## config.mk

```make
export PLATFORM = sky130hd
export DESIGN_NAME = fpu_div_sched_flat
export DESIGN_NICKNAME = d
export VERILOG_FILES = /design/src/rtl/fpu_div_pkg.sv /design/src/rtl/fpu_div_sched_if.sv /design/src/rtl/fpu_rr_pick.sv /design/src/rtl/fpu_div_sched.sv /design/src/flat_wrapper.sv
export SDC_FILE = /design/constraint.sdc
export NUM_CORES = 1
export LEC_CHECK = 0
export ABC_AREA = 1
export CAP_MARGIN = 0
export CORE_AREA = 5 5 313 315
export DETAILED_ROUTE_END_ITERATION = 8
export DIE_AREA = 0 0 318 320
export MAX_ROUTING_LAYER = met4
export SLEW_MARGIN = 20
export SYNTH_ARGS = -nofsm -noshare
export SYNTH_HDL_FRONTEND = slang
export SYNTH_HIERARCHICAL = 1
export SYNTH_SLANG_ARGS = --single-unit
```

## constraint.sdc

```tcl
create_clock -name clk -period 6.6 [get_ports clk]
set_input_delay 1.98 -clock clk [delete_from_list [all_inputs] [get_ports clk]]
set_output_delay 1.98 -clock clk [all_outputs]
set_load 0.03 [all_outputs]
```

## src/rtl/fpu_div_pkg.sv

```systemverilog
// Shared types and constants for the FP divide/sqrt scheduler.
package fpu_div_pkg;

  localparam int unsigned OP_W       = 13;
  localparam int unsigned DATA_W     = 68;
  localparam int unsigned FLAG_W     = 11;
  localparam int unsigned OP_DBL_BIT = 7;
  localparam int unsigned NREQ_DEF   = 3;
  localparam int unsigned TAG_W_DEF  = 9;
  localparam int unsigned LAT_S_DEF  = 10;
  localparam int unsigned LAT_D_DEF  = 16;

  typedef enum logic [1:0] {
    IDLE  = 2'd0,
    START = 2'd1,
    RUN   = 2'd2,
    HOLD  = 2'd3
  } state_e;

  typedef struct packed {
    logic [OP_W-1:0]   op;
    logic [DATA_W-1:0] a;
    logic [DATA_W-1:0] b;
  } div_cmd_t;

  typedef struct packed {
    logic [DATA_W-1:0] res;
    logic [FLAG_W-1:0] flags;
  } div_rsp_t;

endpackage

```

## src/rtl/fpu_div_sched_if.sv

```systemverilog
// Request, divider and writeback signals of the shared divide scheduler.
interface fpu_div_sched_if #(
  parameter int unsigned NREQ  = 3,
  parameter int unsigned TAG_W = 9
);
  import fpu_div_pkg::*;

  logic [NREQ-1:0]        rq_valid;
  logic [NREQ-1:0]        rq_ready;
  logic [NREQ*OP_W-1:0]   rq_op;
  logic [NREQ*DATA_W-1:0] rq_A;
  logic [NREQ*DATA_W-1:0] rq_B;
  logic [NREQ*TAG_W-1:0]  rq_tag;
  logic                   flush;
  logic                   dv_start;
  logic [OP_W-1:0]        dv_op;
  logic [DATA_W-1:0]      dv_A;
  logic [DATA_W-1:0]      dv_B;
  logic [DATA_W-1:0]      dv_res;
  logic [FLAG_W-1:0]      dv_flags;
  logic                   rt_valid;
  logic                   rt_stall;
  logic [1:0]             rt_req;
  logic [TAG_W-1:0]       rt_tag;
  logic [DATA_W-1:0]      rt_res;
  logic [FLAG_W-1:0]      rt_flags;
  logic                   busy;

  // Scheduler side.
  modport slave (
    input  rq_valid, rq_op, rq_A, rq_B, rq_tag, flush, dv_res, dv_flags, rt_stall,
    output rq_ready, dv_start, dv_op, dv_A, dv_B, rt_valid, rt_req, rt_tag, rt_res,
           rt_flags, busy
  );

  // Clusters, divider and writeback side.
  modport master (
    output rq_valid, rq_op, rq_A, rq_B, rq_tag, flush, dv_res, dv_flags, rt_stall,
    input  rq_ready, dv_start, dv_op, dv_A, dv_B, rt_valid, rt_req, rt_tag, rt_res,
           rt_flags, busy
  );

endinterface

```

## src/rtl/fpu_rr_pick.sv

```systemverilog
// Rotating-priority picker: first set request at or above ptr, with wrap-around.
module fpu_rr_pick
  import fpu_div_pkg::*;
#(
  parameter int unsigned NREQ  = NREQ_DEF,
  parameter int unsigned IDX_W = 2
) (
  input  logic [NREQ-1:0]  req,
  input  logic [IDX_W-1:0] ptr,
  output logic [NREQ-1:0]  gnt,
  output logic [IDX_W-1:0] idx,
  output logic             any
);

  localparam int unsigned PW = IDX_W + 1;

  logic [PW-1:0] pos;

  always_comb begin
    gnt = '0;
    idx = '0;
    any = 1'b0;
    pos = '0;
    for (int unsigned k = 0; k < NREQ; k++) begin
      pos = {1'b0, ptr} + PW'(k);
      if (pos >= PW'(NREQ)) pos = pos - PW'(NREQ);
      if (!any && req[pos]) begin
        gnt[pos] = 1'b1;
        idx      = IDX_W'(pos);
        any      = 1'b1;
      end
    end
  end

endmodule

```

## src/rtl/fpu_div_sched.sv

```systemverilog
// Shares one iterative divide/sqrt unit between the FPU clusters: round-robin
// grant, fixed-latency sequencing, and result hold until writeback accepts it.
module fpu_div_sched
  import fpu_div_pkg::*;
#(
  parameter int unsigned NREQ  = NREQ_DEF,
  parameter int unsigned LAT_S = LAT_S_DEF,
  parameter int unsigned LAT_D = LAT_D_DEF,
  parameter int unsigned TAG_W = TAG_W_DEF
) (
  input logic           clk,
  input logic           rst,
  fpu_div_sched_if.slave bus
);

  localparam int unsigned IDX_W   = (NREQ > 1) ? $clog2(NREQ) : 1;
  localparam int unsigned LAT_MAX = (LAT_D > LAT_S) ? LAT_D : LAT_S;
  localparam int unsigned CNT_W   = $clog2(LAT_MAX + 1);

  state_e           state_q, state_d;
  logic [IDX_W-1:0] rr_ptr_q, rr_ptr_d;
  logic [CNT_W-1:0] cnt_q, cnt_d;
  logic             dv_start_q, dv_start_d;
  div_cmd_t         cmd_q, cmd_d;
  div_rsp_t         rsp_q, rsp_d;
  logic [1:0]       rt_req_q, rt_req_d;
  logic [TAG_W-1:0] rt_tag_q, rt_tag_d;
  logic             rt_valid_q, rt_valid_d;
  logic             busy_q, busy_d;

  logic [NREQ-1:0]  pick_gnt;
  logic [IDX_W-1:0] pick_idx;
  logic             pick_any;
  logic [NREQ-1:0]  rq_ready_c;

  fpu_rr_pick #(
    .NREQ  (NREQ),
    .IDX_W (IDX_W)
  ) u_pick (
    .req (bus.rq_valid),
    .ptr (rr_ptr_q),
    .gnt (pick_gnt),
    .idx (pick_idx),
    .any (pick_any)
  );

  // Next-state, counter and data capture; flush overrides everything at the end.
  always_comb begin
    state_d    = state_q;
    rr_ptr_d   = rr_ptr_q;
    cnt_d      = cnt_q;
    dv_start_d = 1'b0;
    cmd_d      = cmd_q;
    rsp_d      = rsp_q;
    rt_req_d   = rt_req_q;
    rt_tag_d   = rt_tag_q;
    rt_valid_d = rt_valid_q;
    rq_ready_c = '0;

    case (state_q)
      IDLE: begin
        if (!rst && !bus.flush && pick_any) begin
          rq_ready_c = pick_gnt;
          cmd_d.op   = bus.rq_op[pick_idx*OP_W +: OP_W];
          cmd_d.a    = bus.rq_A[pick_idx*DATA_W +: DATA_W];
          cmd_d.b    = bus.rq_B[pick_idx*DATA_W +: DATA_W];
          rt_tag_d   = bus.rq_tag[pick_idx*TAG_W +: TAG_W];
          rt_req_d   = 2'(pick_idx);
          rr_ptr_d   = (pick_idx == IDX_W'(NREQ - 1)) ? '0 : pick_idx + IDX_W'(1);
          dv_start_d = 1'b1;
          state_d    = START;
        end
      end
      START: begin
        cnt_d   = cmd_q.op[OP_DBL_BIT] ? CNT_W'(LAT_D) : CNT_W'(LAT_S);
        state_d = RUN;
      end
      RUN: begin
        cnt_d = cnt_q - CNT_W'(1);
        // cnt reaches 1 exactly in cycle START+LAT, when the divider output is valid.
        if (cnt_q == CNT_W'(1)) begin
          rsp_d.res   = bus.dv_res;
          rsp_d.flags = bus.dv_flags;
          rt_valid_d  = 1'b1;
          state_d     = HOLD;
        end
      end
      HOLD: begin
        if (!bus.rt_stall) begin
          rt_valid_d = 1'b0;
          state_d    = IDLE;
        end
      end
      default: state_d = IDLE;
    endcase

    if (bus.flush) begin
      state_d    = IDLE;
      cnt_d      = '0;
      rt_valid_d = 1'b0;
      dv_start_d = 1'b0;
    end

    busy_d = (state_d != IDLE);
  end

  always_ff @(posedge clk) begin
    if (rst) begin
      state_q    <= IDLE;
      rr_ptr_q   <= '0;
      cnt_q      <= '0;
      dv_start_q <= 1'b0;
      cmd_q      <= '0;
      rsp_q      <= '0;
      rt_req_q   <= '0;
      rt_tag_q   <= '0;
      rt_valid_q <= 1'b0;
      busy_q     <= 1'b0;
    end else begin
      state_q    <= state_d;
      rr_ptr_q   <= rr_ptr_d;
      cnt_q      <= cnt_d;
      dv_start_q <= dv_start_d;
      cmd_q      <= cmd_d;
      rsp_q      <= rsp_d;
      rt_req_q   <= rt_req_d;
      rt_tag_q   <= rt_tag_d;
      rt_valid_q <= rt_valid_d;
      busy_q     <= busy_d;
    end
  end

  assign bus.rq_ready = rq_ready_c;
  assign bus.dv_start = dv_start_q;
  assign bus.dv_op    = cmd_q.op;
  assign bus.dv_A     = cmd_q.a;
  assign bus.dv_B     = cmd_q.b;
  assign bus.rt_valid = rt_valid_q;
  assign bus.rt_req   = rt_req_q;
  assign bus.rt_tag   = rt_tag_q;
  assign bus.rt_res   = rsp_q.res;
  assign bus.rt_flags = rsp_q.flags;
  assign bus.busy     = busy_q;

endmodule

```

## src/flat_wrapper.sv

```systemverilog
// flat-port wrapper written by rule: the top's interface ports become plain ports
module fpu_div_sched_flat import fpu_div_pkg::*;
#(
  parameter int unsigned NREQ  = NREQ_DEF,
  parameter int unsigned LAT_S = LAT_S_DEF,
  parameter int unsigned LAT_D = LAT_D_DEF,
  parameter int unsigned TAG_W = TAG_W_DEF
)
  (clk, rst, bus_rq_valid, bus_rq_op, bus_rq_A, bus_rq_B, bus_rq_tag, bus_flush, bus_dv_res, bus_dv_flags, bus_rt_stall, bus_rq_ready, bus_dv_start, bus_dv_op, bus_dv_A, bus_dv_B, bus_rt_valid, bus_rt_req, bus_rt_tag, bus_rt_res, bus_rt_flags, bus_busy);
  fpu_div_sched_if #(.NREQ(NREQ), .TAG_W(TAG_W)) bus_i ();
  input logic clk;
  input logic rst;
  input wire logic [$bits(bus_i.rq_valid)-1:0] bus_rq_valid;
  input wire logic [$bits(bus_i.rq_op)-1:0] bus_rq_op;
  input wire logic [$bits(bus_i.rq_A)-1:0] bus_rq_A;
  input wire logic [$bits(bus_i.rq_B)-1:0] bus_rq_B;
  input wire logic [$bits(bus_i.rq_tag)-1:0] bus_rq_tag;
  input wire logic [$bits(bus_i.flush)-1:0] bus_flush;
  input wire logic [$bits(bus_i.dv_res)-1:0] bus_dv_res;
  input wire logic [$bits(bus_i.dv_flags)-1:0] bus_dv_flags;
  input wire logic [$bits(bus_i.rt_stall)-1:0] bus_rt_stall;
  output wire logic [$bits(bus_i.rq_ready)-1:0] bus_rq_ready;
  output wire logic [$bits(bus_i.dv_start)-1:0] bus_dv_start;
  output wire logic [$bits(bus_i.dv_op)-1:0] bus_dv_op;
  output wire logic [$bits(bus_i.dv_A)-1:0] bus_dv_A;
  output wire logic [$bits(bus_i.dv_B)-1:0] bus_dv_B;
  output wire logic [$bits(bus_i.rt_valid)-1:0] bus_rt_valid;
  output wire logic [$bits(bus_i.rt_req)-1:0] bus_rt_req;
  output wire logic [$bits(bus_i.rt_tag)-1:0] bus_rt_tag;
  output wire logic [$bits(bus_i.rt_res)-1:0] bus_rt_res;
  output wire logic [$bits(bus_i.rt_flags)-1:0] bus_rt_flags;
  output wire logic [$bits(bus_i.busy)-1:0] bus_busy;
  assign bus_i.rq_valid = bus_rq_valid;
  assign bus_i.rq_op = bus_rq_op;
  assign bus_i.rq_A = bus_rq_A;
  assign bus_i.rq_B = bus_rq_B;
  assign bus_i.rq_tag = bus_rq_tag;
  assign bus_i.flush = bus_flush;
  assign bus_i.dv_res = bus_dv_res;
  assign bus_i.dv_flags = bus_dv_flags;
  assign bus_i.rt_stall = bus_rt_stall;
  assign bus_rq_ready = bus_i.rq_ready;
  assign bus_dv_start = bus_i.dv_start;
  assign bus_dv_op = bus_i.dv_op;
  assign bus_dv_A = bus_i.dv_A;
  assign bus_dv_B = bus_i.dv_B;
  assign bus_rt_valid = bus_i.rt_valid;
  assign bus_rt_req = bus_i.rt_req;
  assign bus_rt_tag = bus_i.rt_tag;
  assign bus_rt_res = bus_i.rt_res;
  assign bus_rt_flags = bus_i.rt_flags;
  assign bus_busy = bus_i.busy;
  fpu_div_sched #(.NREQ(NREQ), .LAT_S(LAT_S), .LAT_D(LAT_D), .TAG_W(TAG_W)) u_core (.clk(clk), .rst(rst), .bus(bus_i));
endmodule
```

# After elaboration in Yosys (flattened, before gate mapping)
# Cells that the tools add are included.
# word_totals
ff_bits	251
output_inout_bits	245
elab_cells	104
# op_classes
add_sub_neg	7
mul	3
order_cmp	9
n_eq_ne	7
n_shift	4
mux	38
bitwise	3
n_reduce_logical	20
# op_table
cell	n
204-bit by 10-bit variable part select with 68-bit output	2
39-bit by 7-bit variable part select with 13-bit output	1
27-bit by 7-bit variable part select with 9-bit output	1
3-bit two-way mux	8
2-bit two-way mux	8
2-bit by 4-bit multiplier with 6-bit output, second input constant	2
1-bit two-way mux	12
5-bit case mux with 2 select lines	1
3-bit by 1-bit >= comparator with 1-bit output, second input constant	3
3-bit < comparator, second input constant	3
2-bit case mux with 4 select lines	1
1-bit logical AND	7
2-bit by 5-bit multiplier with 7-bit output, second input constant	1
1-bit binary-select mux with 2-bit select	3
1-bit demux with 2-bit select	3
2-bit equality test, second input constant	3
3-bit by 2-bit >= comparator with 1-bit output, second input constant	2
3-bit bitwise OR	2
2-bit nonzero test	3
3-bit by 2-bit subtractor with 3-bit output, second input constant	2
5-bit by 1-bit equality test with 1-bit output, second input constant	1
5-bit two-way mux	1
5-bit by 1-bit subtractor with 5-bit output, second input constant	1
1-bit zero test	4
other kinds (15)	16

# Longest topological paths before layout
# Gate-level depths: netlist of the first run.
# logic_depth
depth_word	16
ltp_mapped	19
depth_no_buf	18

# By module
# Netlist of the first run, hierarchy kept.
# modules_own_cells
module	instances	cells_each	area_per_inst_um2	seq_area_each_um2
fpu_div_sched	1	1929	11969.0	5024.8
fpu_rr_pick	1	64	327.8	0.0

# Worst setup path after synthesis of the first run
# Ideal clock, no wire load.
# synth_timing
path_type	input -> output
from	input bus_rq_valid[2]
to	output bus_rq_ready[0]
t_arrival_ns	3.486
path_slack_ns	1.134
cell_stages	11
path_buffers	2
path_cell_list	inv_1 > o21ai_1 > nand2_4 > nand2_1 > or2_1 > nand2_2 > nor2_2 > inv_2 > buf_2 > buf_2 > nor2_1
# synth_via
elab_chain_cells	12
word_cells_on_any_way	21
# synth_lines
item	line_no	source
start, declared	flat_wrapper.sv:13	input wire logic [$bits(bus_i.rq_valid)-1:0] bus_rq_valid;
1-bit binary-select mux with 2-bit select	fpu_rr_pick.sv:27	if (!any && req[pos]) begin
1-bit two-way mux (implied by the code)	fpu_rr_pick.sv:27	
1-bit two-way mux	fpu_rr_pick.sv:27	
1-bit zero test	fpu_rr_pick.sv:27	
1-bit logical AND	fpu_rr_pick.sv:27	
1-bit two-way mux	fpu_rr_pick.sv:27	
1-bit zero test	fpu_rr_pick.sv:27	
1-bit logical AND	fpu_rr_pick.sv:27	
1-bit two-way mux *	fpu_rr_pick.sv:27	
net u_core.pick_any	fpu_div_sched.sv:33	logic pick_any;
1-bit logical AND *	fpu_div_sched.sv:62	if (!rst && !bus.flush && pick_any) begin
3-bit two-way mux *	fpu_div_sched.sv:62	
3-bit two-way mux *	fpu_div_sched.sv:60	case (state_q)
end, declared	flat_wrapper.sv:22	output wire logic [$bits(bus_i.rq_ready)-1:0] bus_rq_ready;
# The timed path passes the listed nets; every way through them passes the cells marked *. The select of a mux whose other input is x is not followed.

# Worst setup path in the final report of the first run
# layout_timing
from	input bus_rq_valid[2]
to	output bus_rq_ready[1]
# The elaborated chain is that of the path after synthesis.

==> impl_results.md, run 1 <==
- Required time worst endpoint: approximately 4.6 ns
- I/O pin count: 805
- DIE HEIGHT: about 320 µm
- Insertion delay to the later sink of the worst-skew pair: 0.54 ns
- Total of hold buffers inserted after clock tree synthesis: 0
- Reg-to-reg critical path startpoint: u_core/rr_ptr_q[0]
- Total Routing Usage GR: between 10% and 20%
- Initial core utilization: a little over an eighth
- Critical path class: in -> out
- Post-route cell area: approximately 0.023 mm²
- Arrival time of data at the critical path endpoint: between 3 and 4 ns
- Clock transition time at the flip-flop clock pins of the worst setup and hold paths: 0.05 ns
- Clock Root Buffer: sky130_fd_sc_hd__clkbuf_16
- X dimension of the die: approximately 320 µm
- Maximum number of pins on one net before global-route repair: ~170
- Destination of the worst register-to-register timing path: u_core/bus.dv_B[6]
- Slew margin rel.: about a third
- Slew at the pin closest to its max-slew limit: slightly above 1 ns
- Final Net Count: ~3300
- Setup crit end kind: output port
- Most common library cell in the layout ignoring fill and taps: sky130_fd_sc_hd__clkdlybuf4s50_1
- Worst-path cell chain: clkdlybuf4s50_1 -> inv_1 -> o21ai_1 -> nand2_4 -> nand2_1 -> or2_1 -> nand2_2 -> nor2_4 -> inv_6 -> nor2_1 -> buf_12
- Total CTS buffers: 34
- Logic depth of the worst path, buffers included: 11
- Number of max-capacitance violations reported: 0
- Buffer and inverter count on the worst path: 4
- Achievable Freq: roughly 170 MHz
- First-pass GRT wire length: roughly 97000 µm
- Clk buf depth: 3
- Top Family by Delay on Critical Path: simple AND/OR/NAND/NOR gates
- Power per cell area: around 270 mW/mm²
- Resized cells post-CTS: 0
- Standard-cell rows: 113
- Final-report max-slew violation count: 0
- Sequential share of the synthesized area: 40.86%
- Hold Crit Class: reg -> reg
- R2R setup slack: 3.11 ns
- Leakage power figure: a little over 9 nW
- Count of input and output buffers: roughly 800
- Final critical delay including setup and external delays: approximately 5.8 ns
- Final worst-path setup slack: approximately 0.76 ns
- End point of the critical path: bus_rq_ready[1]
- Cell Area, Placed: 0.02161 mm²
- Via count of the first global-routing pass: ~15000
- Signed area change from the synthesized netlist to the final layout: 85.04%
- Count of routing violations after the opening detailed-route iteration: 1000
- Overflow left after global routing: 0
- Number of detailed-routing iterations run before antenna repair: 6
- Fraction of layout instances using a drive strength above 1: roughly 3.8%
- Post-synth net total: between 2000 and 3000
- Last weighted congestion value of the routability-driven placer: about 0.9
- Aggregate negative setup slack: 0 ns
- Post-synthesis instance area: approximately 0.012 mm²
- Drt wl/cell: 16.98 µm
- Final wirelength: between 60000 and 70000 µm
- Gate Count Post-Synth: ~2000
- Largest cells by area after synthesis: sky130_fd_sc_hd__dfxtp_1, sky130_fd_sc_hd__nand2_1, sky130_fd_sc_hd__nor2_1, sky130_fd_sc_hd__o21ai_0, sky130_fd_sc_hd__nand3_1
- Synth Register Bits: 251
- Die area: between 0.1 and 0.15 mm²
- Clock Sink Count: around 250
- Worst Setup SP: bus_rq_valid[2]
- Depth of the worst register-to-register path: 17
- Fraction of the cycle the final worst path needs: 88.55%
- Number of warnings reported in the yosys synthesis log: 6
- Post-route ant nets: 0
- Minimum setup slack after placement: 0.7280 ns
- DR vias: between 15000 and 20000
- TritonCTS clock tree: built
- Total power: between 6 and 7 mW
- Core area: between 0.09 and 0.1 mm²
- Count of final hold-check violations: 0
- Initial antenna violation count: 15
- Library cell occupying the most area in the post-synthesis netlist: sky130_fd_sc_hd__dfxtp_1
- VDD IR-drop max: between 0.0001 and 0.00015 V
- Distinct cell type count of the synthesized netlist: 26
- Setup violations, final: 0
- Run status: finished, final reports clean
- Launching element type of the critical path: primary input
- Vias per cell: about 3.8
- Worst-path fanout max: 9
- Final clock skew: 0.02605 ns
- Setup repair after global routing missed its margin: no
- Slowest cell on the critical path: sky130_fd_sc_hd__clkdlybuf4s50_1
- Depth of the CTS H-tree: 2
- DP Wirelength: 52190 µm
- Commonest cells after routing, fill and taps aside: sky130_fd_sc_hd__clkdlybuf4s50_1, sky130_fd_sc_hd__nand2_1, sky130_fd_sc_hd__nor2_1
- DRC violations left: 0
- Post-CTS setup buffer count: 0
- Synth top area share: 40.86%
- Average footprint of a synthesized cell: 6.170 µm²
- Delay of the slowest cell on the worst path: approximately 0.47 ns
==> tightest hold or removal path, delay by kind of cell (launching register included) <==
| kind | cells | cell delay (ns) |
|---|---|---|
| flip-flops | 1 | 0.30 |
| AO/OA/AOI/OAI | 1 | 0.05 |
| AND/OR/NAND/NOR | 1 | 0.06 |
==> cell type report <==
class / count / area, µm²
Fill cell: 10540 / 71830
Timing Repair Buffer: 828 / 8303
Multi-Input combinational cell: 1569 / 6541
Sequential cell: 251 / 5025
Tap cell: 1265 / 1583
Clock buffer: 47 / 980.9
Inverter: 39 / 156.4
Clock inverter: 10 / 130.1
Antenna cell: 14 / 35.03
==> flip-flops by register name, indices dropped and copies added, names as in the netlist <==
signal	count
u_core/bus.busy	1
u_core/bus.dv_A	68
u_core/bus.rt_res	68
u_core/cnt_q	5
u_core/bus.rt_flags	11
u_core/rr_ptr_q	2
u_core/bus.dv_B	68
u_core/bus.rt_req	2
u_core/bus.rt_tag	9
u_core/state_q	2
u_core/bus.dv_op	13
u_core/bus.dv_start	1
u_core/bus.rt_valid	1
==> cell usage after synthesis <==
cell and instances:
sky130_fd_sc_hd__nand4_1 2, sky130_fd_sc_hd__nor2_2 2, sky130_fd_sc_hd__or2_1 1, sky130_fd_sc_hd__nand3_1 123, sky130_fd_sc_hd__inv_2 10, sky130_fd_sc_hd__dfxtp_1 251, sky130_fd_sc_hd__buf_6 1, sky130_fd_sc_hd__a21oi_1 62
sky130_fd_sc_hd__buf_1 3, sky130_fd_sc_hd__o21ai_0 181, sky130_fd_sc_hd__buf_4 2, sky130_fd_sc_hd__a221oi_1 1, sky130_fd_sc_hd__nor2_4 2, sky130_fd_sc_hd__or2_2 2, sky130_fd_sc_hd__nand3_2 2, sky130_fd_sc_hd__o21bai_1 1
sky130_fd_sc_hd__ha_1 9, sky130_fd_sc_hd__nor2_1 376, sky130_fd_sc_hd__nand2_4 1, sky130_fd_sc_hd__o21ai_1 9, sky130_fd_sc_hd__clkbuf_1 59, sky130_fd_sc_hd__inv_1 29, sky130_fd_sc_hd__buf_2 69, sky130_fd_sc_hd__nand2_2 2
sky130_fd_sc_hd__nand2_1 792, sky130_fd_sc_hd__o31ai_4 1
==> where the power goes <==
group | internal [mW] | total, mW | switching (mW)
Combinational | 0.954 | 2.49 | 1.54
Clock | 1.12 | 1.86 | 0.745
Sequential | 1.65 | 1.72 | 0.0752
==> how the worst min path moves through the flow <==
stage	start	end	slack, ns	cells past startpoint
5_1_grt	u_core/bus.dv_B[29]	u_core/bus.dv_B[29]	0.48	2
4_1_cts	u_core/bus.rt_req[0]	u_core/bus.rt_req[0]	0.46	2
2_1_floorplan	u_core/rr_ptr_q[0]	u_core/rr_ptr_q[0]	0.47	2
3_5_place_dp	u_core/bus.rt_req[0]	u_core/bus.rt_req[0]	0.45	2
3_3_place_gp	u_core/bus.rt_req[0]	u_core/bus.rt_req[0]	0.45	2
6_report	u_core/bus.dv_op[8]	u_core/bus.dv_op[8]	0.46	2
==> per-stage QoR <==
step / hold slack, ns / util (%) / std cells
2_1_floorplan: 0.4739 / - / 1993
3_3_place_gp: 0.4483 / 22.84 / 3952
3_5_place_dp: 0.4528 / 22.84 / 3952
4_1_cts: 0.4616 / 24.02 / 4009
5_1_grt: 0.4753 / 24.05 / 4022
6_report: 0.4615 / 24.06 / 4023
==> layer usage <==
layer,GRT usage (%),vias to the layer above,part of all wire [%]
met5,-,-,0
met4,4.282,0,3.0
met3,3.762,99,7.6
met2,20.96,557,47
met1,15.18,7066,42
li1,-,7730,-
==> kinds of logic after synthesis <==
family,count (synthesis),share of synthesized area [%]
adders and majority gates,9,0.9158
AOI/OAI and AO/OA,255,10.56
and+or+nand+nor,1305,41.55
buffers and inverters,173,6.105
DFF,251,40.86
No activity file was read; power rests on OpenSTA's default activity.
==> run 2, diff against run 1 <==
--- a/config.mk
+++ b/config.mk
@@ -7,9 +7,9 @@
 export LEC_CHECK = 0
 export ABC_AREA = 1
 export CAP_MARGIN = 0
-export CORE_AREA = 5 5 313 315
+export CORE_AREA = 2 2 310 312
 export DETAILED_ROUTE_END_ITERATION = 8
-export DIE_AREA = 0 0 318 320
+export DIE_AREA = 0 0 312 314
 export MAX_ROUTING_LAYER = met4
 export SLEW_MARGIN = 20
 export SYNTH_ARGS = -nofsm -noshare
==> impl_results.md, run 2 (synthesis results as in run 1) <==
- Run status: finished, final reports clean (unchanged)
- Resized cells post-CTS: 0 (unchanged)
- Number of max-capacitance violations reported: 0 (unchanged)
- Power share of the combinational group: 40.7% (was 41.0%)
- DIE HEIGHT: 314 µm (was 320 µm)
- Post-CTS setup buffer count: 0 (unchanged)
- Clock Sink Count: 251 (unchanged)
- Hold Crit Class: reg -> reg (unchanged)
- Final-report max-slew violation count: 0 (unchanged)
- Via count of the first global-routing pass: 15160 (was 15000)
- Die area: 0.09797 mm² (was 0.1018 mm²)
- Clock Root Buffer: sky130_fd_sc_hd__clkbuf_16 (unchanged)
- Core area: 0.09445 mm² (was 0.09459 mm²)
- Fraction of the cycle the final worst path needs: 91.20% (was 88.55%)
- Leakage power figure: 9.035 nW (was 9.059 nW)
- Delay of the slowest cell on the worst path: 0.51 ns (was 0.47 ns)
- Buffer and inverter count on the worst path: 4 (unchanged)
- Total CTS buffers: 34 (unchanged)
- Maximum number of pins on one net before global-route repair: 165 (unchanged)
- Post-route ant nets: 0 (unchanged)
- Depth of the CTS H-tree: 2 (unchanged)
- Minimum setup slack after placement: 0.5478 ns (was 0.7280 ns)
- Worst-path cell chain: clkdlybuf4s50_1 -> inv_1 -> o21ai_1 -> nand2_4 -> nand2_1 -> or2_1 -> nand2_2 -> nor2_4 -> inv_6 -> nor2_1 -> buf_12 (unchanged)
- Arrival time of data at the critical path endpoint: 4.04 ns (was 3.86 ns)
- Final critical delay including setup and external delays: 6.019 ns (was 5.844 ns)
- DR vias: 15420 (was 15450)
- Launching element type of the critical path: primary input (unchanged)
- Last weighted congestion value of the routability-driven placer: 0.8982 (was 0.8892)
- Setup crit end kind: output port (unchanged)
- Total Routing Usage GR: 13.30% (was 12.82%)
- Commonest cells after routing, fill and taps aside: sky130_fd_sc_hd__clkdlybuf4s50_1, sky130_fd_sc_hd__nand2_1, sky130_fd_sc_hd__nor2_1 (unchanged)
- Drt wl/cell: 16.58 µm (was 16.98 µm)
- DP Wirelength: 50020 µm (was 52190 µm)
- Required time worst endpoint: 4.62 ns (about the same)
- Insertion delay to the later sink of the worst-skew pair: 0.56 ns (was 0.54 ns)
- VDD IR-drop max: 0.0001403 V (was 0.0001131 V)
- Count of routing violations after the opening detailed-route iteration: 972 (was 1000)
- Portion of total power attributed to the clock network: 30.9% (was 30.7%)
- Clock transition time at the flip-flop clock pins of the worst setup and hold paths: 0.05 ns (about the same)
- Tightest hold margin: 0.4625 ns (was 0.4615 ns)
- Total of hold buffers inserted after clock tree synthesis: 0 (unchanged)
- Fraction of layout instances using a drive strength above 1: 3.538% (was 3.754%)
- Setup violations, final: 0 (unchanged)
- Final worst-path setup slack: 0.5811 ns (was 0.7558 ns)
- Sequential Power Share: 28.4% (was 28.3%)
- Achievable Freq: 166.1 MHz (was 171.1 MHz)
- Final clock skew: 0.03604 ns (was 0.02605 ns)
- Power per cell area: 266.2 mW/mm² (was 267.2 mW/mm²)
- Worst-path fanout max: 33 (was 9)
- I/O pin count: 805 (unchanged)
- Slowest cell on the critical path: sky130_fd_sc_hd__clkdlybuf4s50_1 (unchanged)
- R2R setup slack: 3.25 ns (was 3.11 ns)
- Count of final hold-check violations: 0 (unchanged)
- Sw power: 2.330 mW (was 2.361 mW)
- Clk buf depth: 3 (unchanged)
- Standard-cell rows: 113 (unchanged)
- Critical path class: in -> out (unchanged)
- Vias per cell: 3.837 (was 3.841)
- Count of input and output buffers: 804 (unchanged)
- Initial antenna violation count: 12 (was 15)
- TritonCTS clock tree: built (unchanged)
- DRC violations left: 0 (unchanged)
- Signed area change from the synthesized netlist to the final layout: 84.76% (was 85.04%)
- Setup repair after global routing missed its margin: no (unchanged)
- Aggregate negative setup slack: 0 ns (unchanged)
- X dimension of the die: 312 µm (was 318 µm)
- Top Family by Delay on Critical Path: buffers and inverters (was simple AND/OR/NAND/NOR gates)
- Overflow left after global routing: 0 (unchanged)
- Switching part of the total: 38.53% (was 38.83%)
- Slew margin rel.: 37.23% (was 32.07%)
- Final Net Count: 3289 (was 3292)
- Number of detailed-routing iterations run before antenna repair: 5 (was 6)
- Most common library cell in the layout ignoring fill and taps: sky130_fd_sc_hd__clkdlybuf4s50_1 (unchanged)
- Internal power of the cells: 3.718 mW (was 3.719 mW)
- First-pass GRT wire length: 95440 µm (was 97390 µm)
- Initial core utilization: 13.02% (was 13.00%)
- Slew at the pin closest to its max-slew limit: 0.9416 ns (was 1.019 ns)
- Final wirelength: 66600 µm (was 68320 µm)
run 2: worst reg2reg max path, cell delays in order, from the launching register on:
cell and delay (ns):
sky130_fd_sc_hd__dfxtp_1 0.40, sky130_fd_sc_hd__inv_1 0.09, sky130_fd_sc_hd__ha_1 0.41, sky130_fd_sc_hd__inv_2 0.15, sky130_fd_sc_hd__nand2_1 0.06, sky130_fd_sc_hd__nand3_1 0.07, sky130_fd_sc_hd__nand2_1 0.06, sky130_fd_sc_hd__nand2_1 0.09
sky130_fd_sc_hd__inv_2 0.05, sky130_fd_sc_hd__nand3_1 0.10, sky130_fd_sc_hd__nand2_2 0.31, sky130_fd_sc_hd__inv_2 0.18, sky130_fd_sc_hd__buf_4 0.53, sky130_fd_sc_hd__nand2_1 0.34, sky130_fd_sc_hd__nand2_1 0.13, sky130_fd_sc_hd__nand2_1 0.05
sky130_fd_sc_hd__nand2_1 0.08, sky130_fd_sc_hd__nand2_1 0.05, sky130_fd_sc_hd__a21oi_1 0.14
run 2: routing by layer:
layer  global-route usage [%]  wire length (µm)  up-vias
li1                         -                 -     7719
met1                    15.38             27710     6991
met2                    21.40             31470      604
met3                    3.979              5169      101
met4                    5.583              2255        0
met5                        -                 0        -
run 2: power by group through the flow:
stage,Sequential (mW),Clock (mW),Combinational [mW]
3_3_place_gp,1.74,0,2.50
3_5_place_dp,1.75,0,2.49
6_report,1.72,1.87,2.46
5_1_grt,1.73,2.02,2.71
2_1_floorplan,1.98,0,1.13
4_1_cts,1.72,1.96,2.50
run 2: metrics by stage:
stage / power [mW] / cell area, µm² / utilization [%] / std cells
floorplan: 3.115 / 12300 / - / 1993
global placement: 4.245 / 21600 / 22.87 / 3949
detailed placement: 4.239 / 21600 / 22.87 / 3949
CTS: 6.175 / 22690 / 24.03 / 4007
global route: 6.460 / 22720 / 24.06 / 4017
finish: 6.048 / 22720 / 24.06 / 4017
run 2: cell type report:
type                    count  area (µm²)
clock inverters             9       138.9
fillers                 10620       71730
repair buffers            825        8293
clock buffers              49       957.2
well taps                1265        1583
flip-flops and latches    251        5025
diodes                     10       25.02
inverters                  39       156.4
multi-input cells        1569        6541
run 2: worst paths after layout:
check | from | endpoint | depth (start not counted)
setup reg to reg | u_core/rr_ptr_q[0] | u_core/bus.dv_A[43] | 18
setup / recovery | bus_rq_valid[2] | bus_rq_ready[1] | 11
hold / removal | u_core/bus.dv_A[45] | u_core/bus.dv_A[45] | 2
hold reg to reg | u_core/bus.dv_A[45] | u_core/bus.dv_A[45] | 2
==> run 3, diff against run 2 <==
--- a/config.mk
+++ b/config.mk
@@ -10,6 +10,7 @@
 export CORE_AREA = 2 2 310 312
 export DETAILED_ROUTE_END_ITERATION = 8
 export DIE_AREA = 0 0 312 314
+export GPL_ROUTABILITY_DRIVEN = 0
 export MAX_ROUTING_LAYER = met4
 export SLEW_MARGIN = 20
 export SYNTH_ARGS = -nofsm -noshare
==> impl_results.md, run 3 (synthesis results as in run 1) <==
- Clock Sink Count: 251 (unchanged)
- Initial core utilization: 13.02% (unchanged)
- Final clock skew: 0.02787 ns (was 0.03604 ns)
- Fraction of layout instances using a drive strength above 1: 3.501% (was 3.538%)
- Final Net Count: 3288 (was 3289)
- Insertion delay to the later sink of the worst-skew pair: 0.62 ns (was 0.56 ns)
- Power per cell area: 262.1 mW/mm² (was 266.2 mW/mm²)
- Overflow left after global routing: 0 (unchanged)
- HP Start: u_core/bus.rt_req[0] (was u_core/bus.dv_A[45])
- Delay of the slowest cell on the worst path: 0.48 ns (was 0.51 ns)
- Commonest cells after routing, fill and taps aside: sky130_fd_sc_hd__clkdlybuf4s50_1, sky130_fd_sc_hd__nand2_1, sky130_fd_sc_hd__nor2_1 (unchanged)
- Peak-usage layer in the global routing report: met2 (unchanged)
- Placed Instances: 3951 (was 3949)
- Buffer and inverter count on the worst path: 4 (unchanged)
- Worst-path cell chain: clkdlybuf4s50_1 -> inv_1 -> o21ai_1 -> nand2_4 -> nand2_1 -> or2_1 -> nand2_2 -> nor2_4 -> inv_6 -> nor2_1 -> buf_12 (unchanged)
- Filler cell count in the final layout: 10640 (was 10620)
- Via count of the first global-routing pass: 14740 (was 15160)
- Clock transition time at the flip-flop clock pins of the worst setup and hold paths: 0.06 ns (was 0.05 ns)
- Worst-path fanout max: 32 (was 33)
- Slowest cell on the critical path: sky130_fd_sc_hd__clkdlybuf4s50_1 (unchanged)
- Tightest hold margin: 0.4617 ns (was 0.4625 ns)
- Global-route met2 utilization: 21.03% (was 21.40%)
- Launching element type of the critical path: primary input (unchanged)
- Post-route ant nets: 0 (unchanged)
- Count of input and output buffers: 804 (unchanged)
- Die area: 0.09797 mm² (unchanged)
- Clock Root Buffer: sky130_fd_sc_hd__clkbuf_16 (unchanged)
- DR vias: 15430 (was 15420)
- I/O pin count: 805 (unchanged)
- First-pass GRT wire length: 94220 µm (was 95440 µm)
- DRC violations left: 0 (unchanged)
- Portion of total power attributed to the clock network: 29.3% (was 30.9%)
- Drt wl/cell: 16.46 µm (was 16.58 µm)
- Destination of the worst register-to-register timing path: u_core/bus.dv_op[6] (was u_core/bus.dv_A[43])
- Count of routing violations after the opening detailed-route iteration: 900 (was 972)
- Reg-to-reg critical path startpoint: u_core/rr_ptr_q[0] (unchanged)
- X dimension of the die: 312 µm (unchanged)
- Initial antenna violation count: 10 (was 12)
- Number of max-capacitance violations reported: 0 (unchanged)
- Fraction of the cycle the final worst path needs: 92.61% (was 91.20%)
- Maximum number of pins on one net before global-route repair: 165 (unchanged)
- Depth of the worst register-to-register path: 18 (unchanged)
- Required time worst endpoint: 4.62 ns (about the same)
- Switching part of the total: 38.72% (was 38.53%)
- Clk buf depth: 3 (unchanged)
- Total CTS buffers: 31 (was 34)
- Arrival time of data at the critical path endpoint: 4.13 ns (was 4.04 ns)
- Hold Crit Class: reg -> reg (unchanged)
- Total of hold buffers inserted after clock tree synthesis: 0 (unchanged)
- Standard-cell rows: 113 (unchanged)
- Setup violations, final: 0 (unchanged)
- Minimum setup slack after placement: 0.4731 ns (was 0.5478 ns)
- Signed area change from the synthesized netlist to the final layout: 84.65% (was 84.76%)
- DIE HEIGHT: 314 µm (unchanged)
- Final wirelength: 66130 µm (was 66600 µm)
- VDD IR-drop max: 0.0001737 V (was 0.0001403 V)
- Slew at the pin closest to its max-slew limit: 1.112 ns (was 0.9416 ns)
- R2R setup slack: 3.26 ns (was 3.25 ns)
- Worst Hold Endpoint: u_core/bus.rt_req[0] (was u_core/bus.dv_A[45])
- Top Family by Delay on Critical Path: simple AND/OR/NAND/NOR gates (was buffers and inverters)
- GR met3 Demand/Resource: 3.254% (was 3.979%)
- TritonCTS clock tree: built (unchanged)
- Depth of the CTS H-tree: 1 (was 2)
- Final critical delay including setup and external delays: 6.112 ns (was 6.019 ns)
- Count of final hold-check violations: 0 (unchanged)
- Sequential Power Share: 28.8% (was 28.4%)
- Power share of the combinational group: 41.9% (was 40.7%)
- Aggregate negative setup slack: 0 ns (unchanged)
- Met1 usage in global routing: 15.56% (was 15.38%)
- Vias per cell: 3.840 (was 3.837)
- Sw power: 2.305 mW (was 2.330 mW)
- Achievable Freq: 163.6 MHz (was 166.1 MHz)
- DP Wirelength: 49990 µm (was 50020 µm)
- Core area: 0.09445 mm² (unchanged)
- Final-report max-slew violation count: 0 (unchanged)
- Slew margin rel.: 25.88% (was 37.23%)
- Internal power of the cells: 3.647 mW (was 3.718 mW)
- Critical path class: in -> out (unchanged)
- Post-CTS setup buffer count: 0 (unchanged)
- Most common library cell in the layout ignoring fill and taps: sky130_fd_sc_hd__clkdlybuf4s50_1 (unchanged)
- Leakage power figure: 9.024 nW (was 9.035 nW)
- Run status: finished, final reports clean (unchanged)
- Total Routing Usage GR: 13.01% (was 13.30%)
- Count of cells along the worst hold path: 2 (unchanged)
- Final worst-path setup slack: 0.4879 ns (was 0.5811 ns)
- Post-route non-filler standard cell count: 4018 (was 4017)
- Total area of multi-input combinational cells: 0.006541 mm² (unchanged)
- Number of detailed-routing iterations run before antenna repair: 7 (was 5)
- Setup crit end kind: output port (unchanged)
- Area taken by flip-flops and latches: 0.005025 mm² (unchanged)
- Resized cells post-CTS: 0 (unchanged)
- Total power: 5.952 mW (was 6.048 mW)
- Setup repair after global routing missed its margin: no (unchanged)
==> run 3: cell count changes in the layout (fill, tap and decap cells not counted) <==
cell and change:
sky130_fd_sc_hd__diode_2 +1, sky130_fd_sc_hd__buf_12 +4, sky130_fd_sc_hd__clkbuf_16 -3, sky130_fd_sc_hd__bufinv_16 -1, sky130_fd_sc_hd__buf_4 -2, sky130_fd_sc_hd__inv_2 -1, sky130_fd_sc_hd__inv_16 +1, sky130_fd_sc_hd__inv_6 -2
sky130_fd_sc_hd__clkbuf_1 +1, sky130_fd_sc_hd__clkbuf_8 +2, sky130_fd_sc_hd__clkinv_8 -1, sky130_fd_sc_hd__clkinv_2 +2
==> run 3: worst min-delay path: cells and delay by family, from the launching register on <==
| kind | cells | cell delay, ns |
|---|---|---|
| flops | 1 | 0.31 |
| simple gates | 1 | 0.06 |
| compound gates | 1 | 0.05 |
==> run 3: per-stage QoR <==
| step | util (%) | area (µm²) |
|---|---|---|
| 2_1_floorplan | - | 12300 |
| 3_3_place_gp | 22.94 | 21660 |
| 3_5_place_dp | 22.94 | 21660 |
| 4_1_cts | 24.01 | 22680 |
| 5_1_grt | 24.03 | 22700 |
| 6_report | 24.04 | 22710 |
==> run 3: worst max-delay path by stage <==
stage                     from               to  depth (start not counted)
2_1_floorplan  bus_rq_valid[2]  bus_rq_ready[0]                         11
3_3_place_gp   bus_rq_valid[2]  bus_rq_ready[1]                         11
3_5_place_dp   bus_rq_valid[2]  bus_rq_ready[1]                         11
4_1_cts        bus_rq_valid[2]  bus_rq_ready[1]                         11
5_1_grt        bus_rq_valid[2]  bus_rq_ready[1]                         11
6_report       bus_rq_valid[2]  bus_rq_ready[1]                         11
==> run 3: power by group through the flow <==
stage                     clock network, mW  logic [mW]  registers [mW]
after floorplan                           0        1.13            1.98
after global placement                    0        2.53            1.74
after detailed placement                  0        2.53            1.75
after CTS                              1.83        2.54            1.72
after global routing                   1.87        2.75            1.73
final                                  1.74        2.50            1.71
==> run 3: metal layers <==
metal	up-vias	share of wire (%)	routed length, µm
met5	-	0	0
met4	0	3.7	2416
li1	7725	-	-
met2	583	47	31080
met3	112	7.6	5034
met1	7009	42	27610
==> run 3: area by class of cell <==
type                            instances  share of cell area, %
Inverter                               39                 0.6943
Clock inverter                          7                 0.4408
Antenna cell                           11                 0.1212
Multi-Input combinational cell       1569                  28.81
Tap cell                             1265                  6.971
Clock buffer                           49                  4.023
Timing Repair Buffer                  827                  36.81
Sequential cell                       251                  22.13
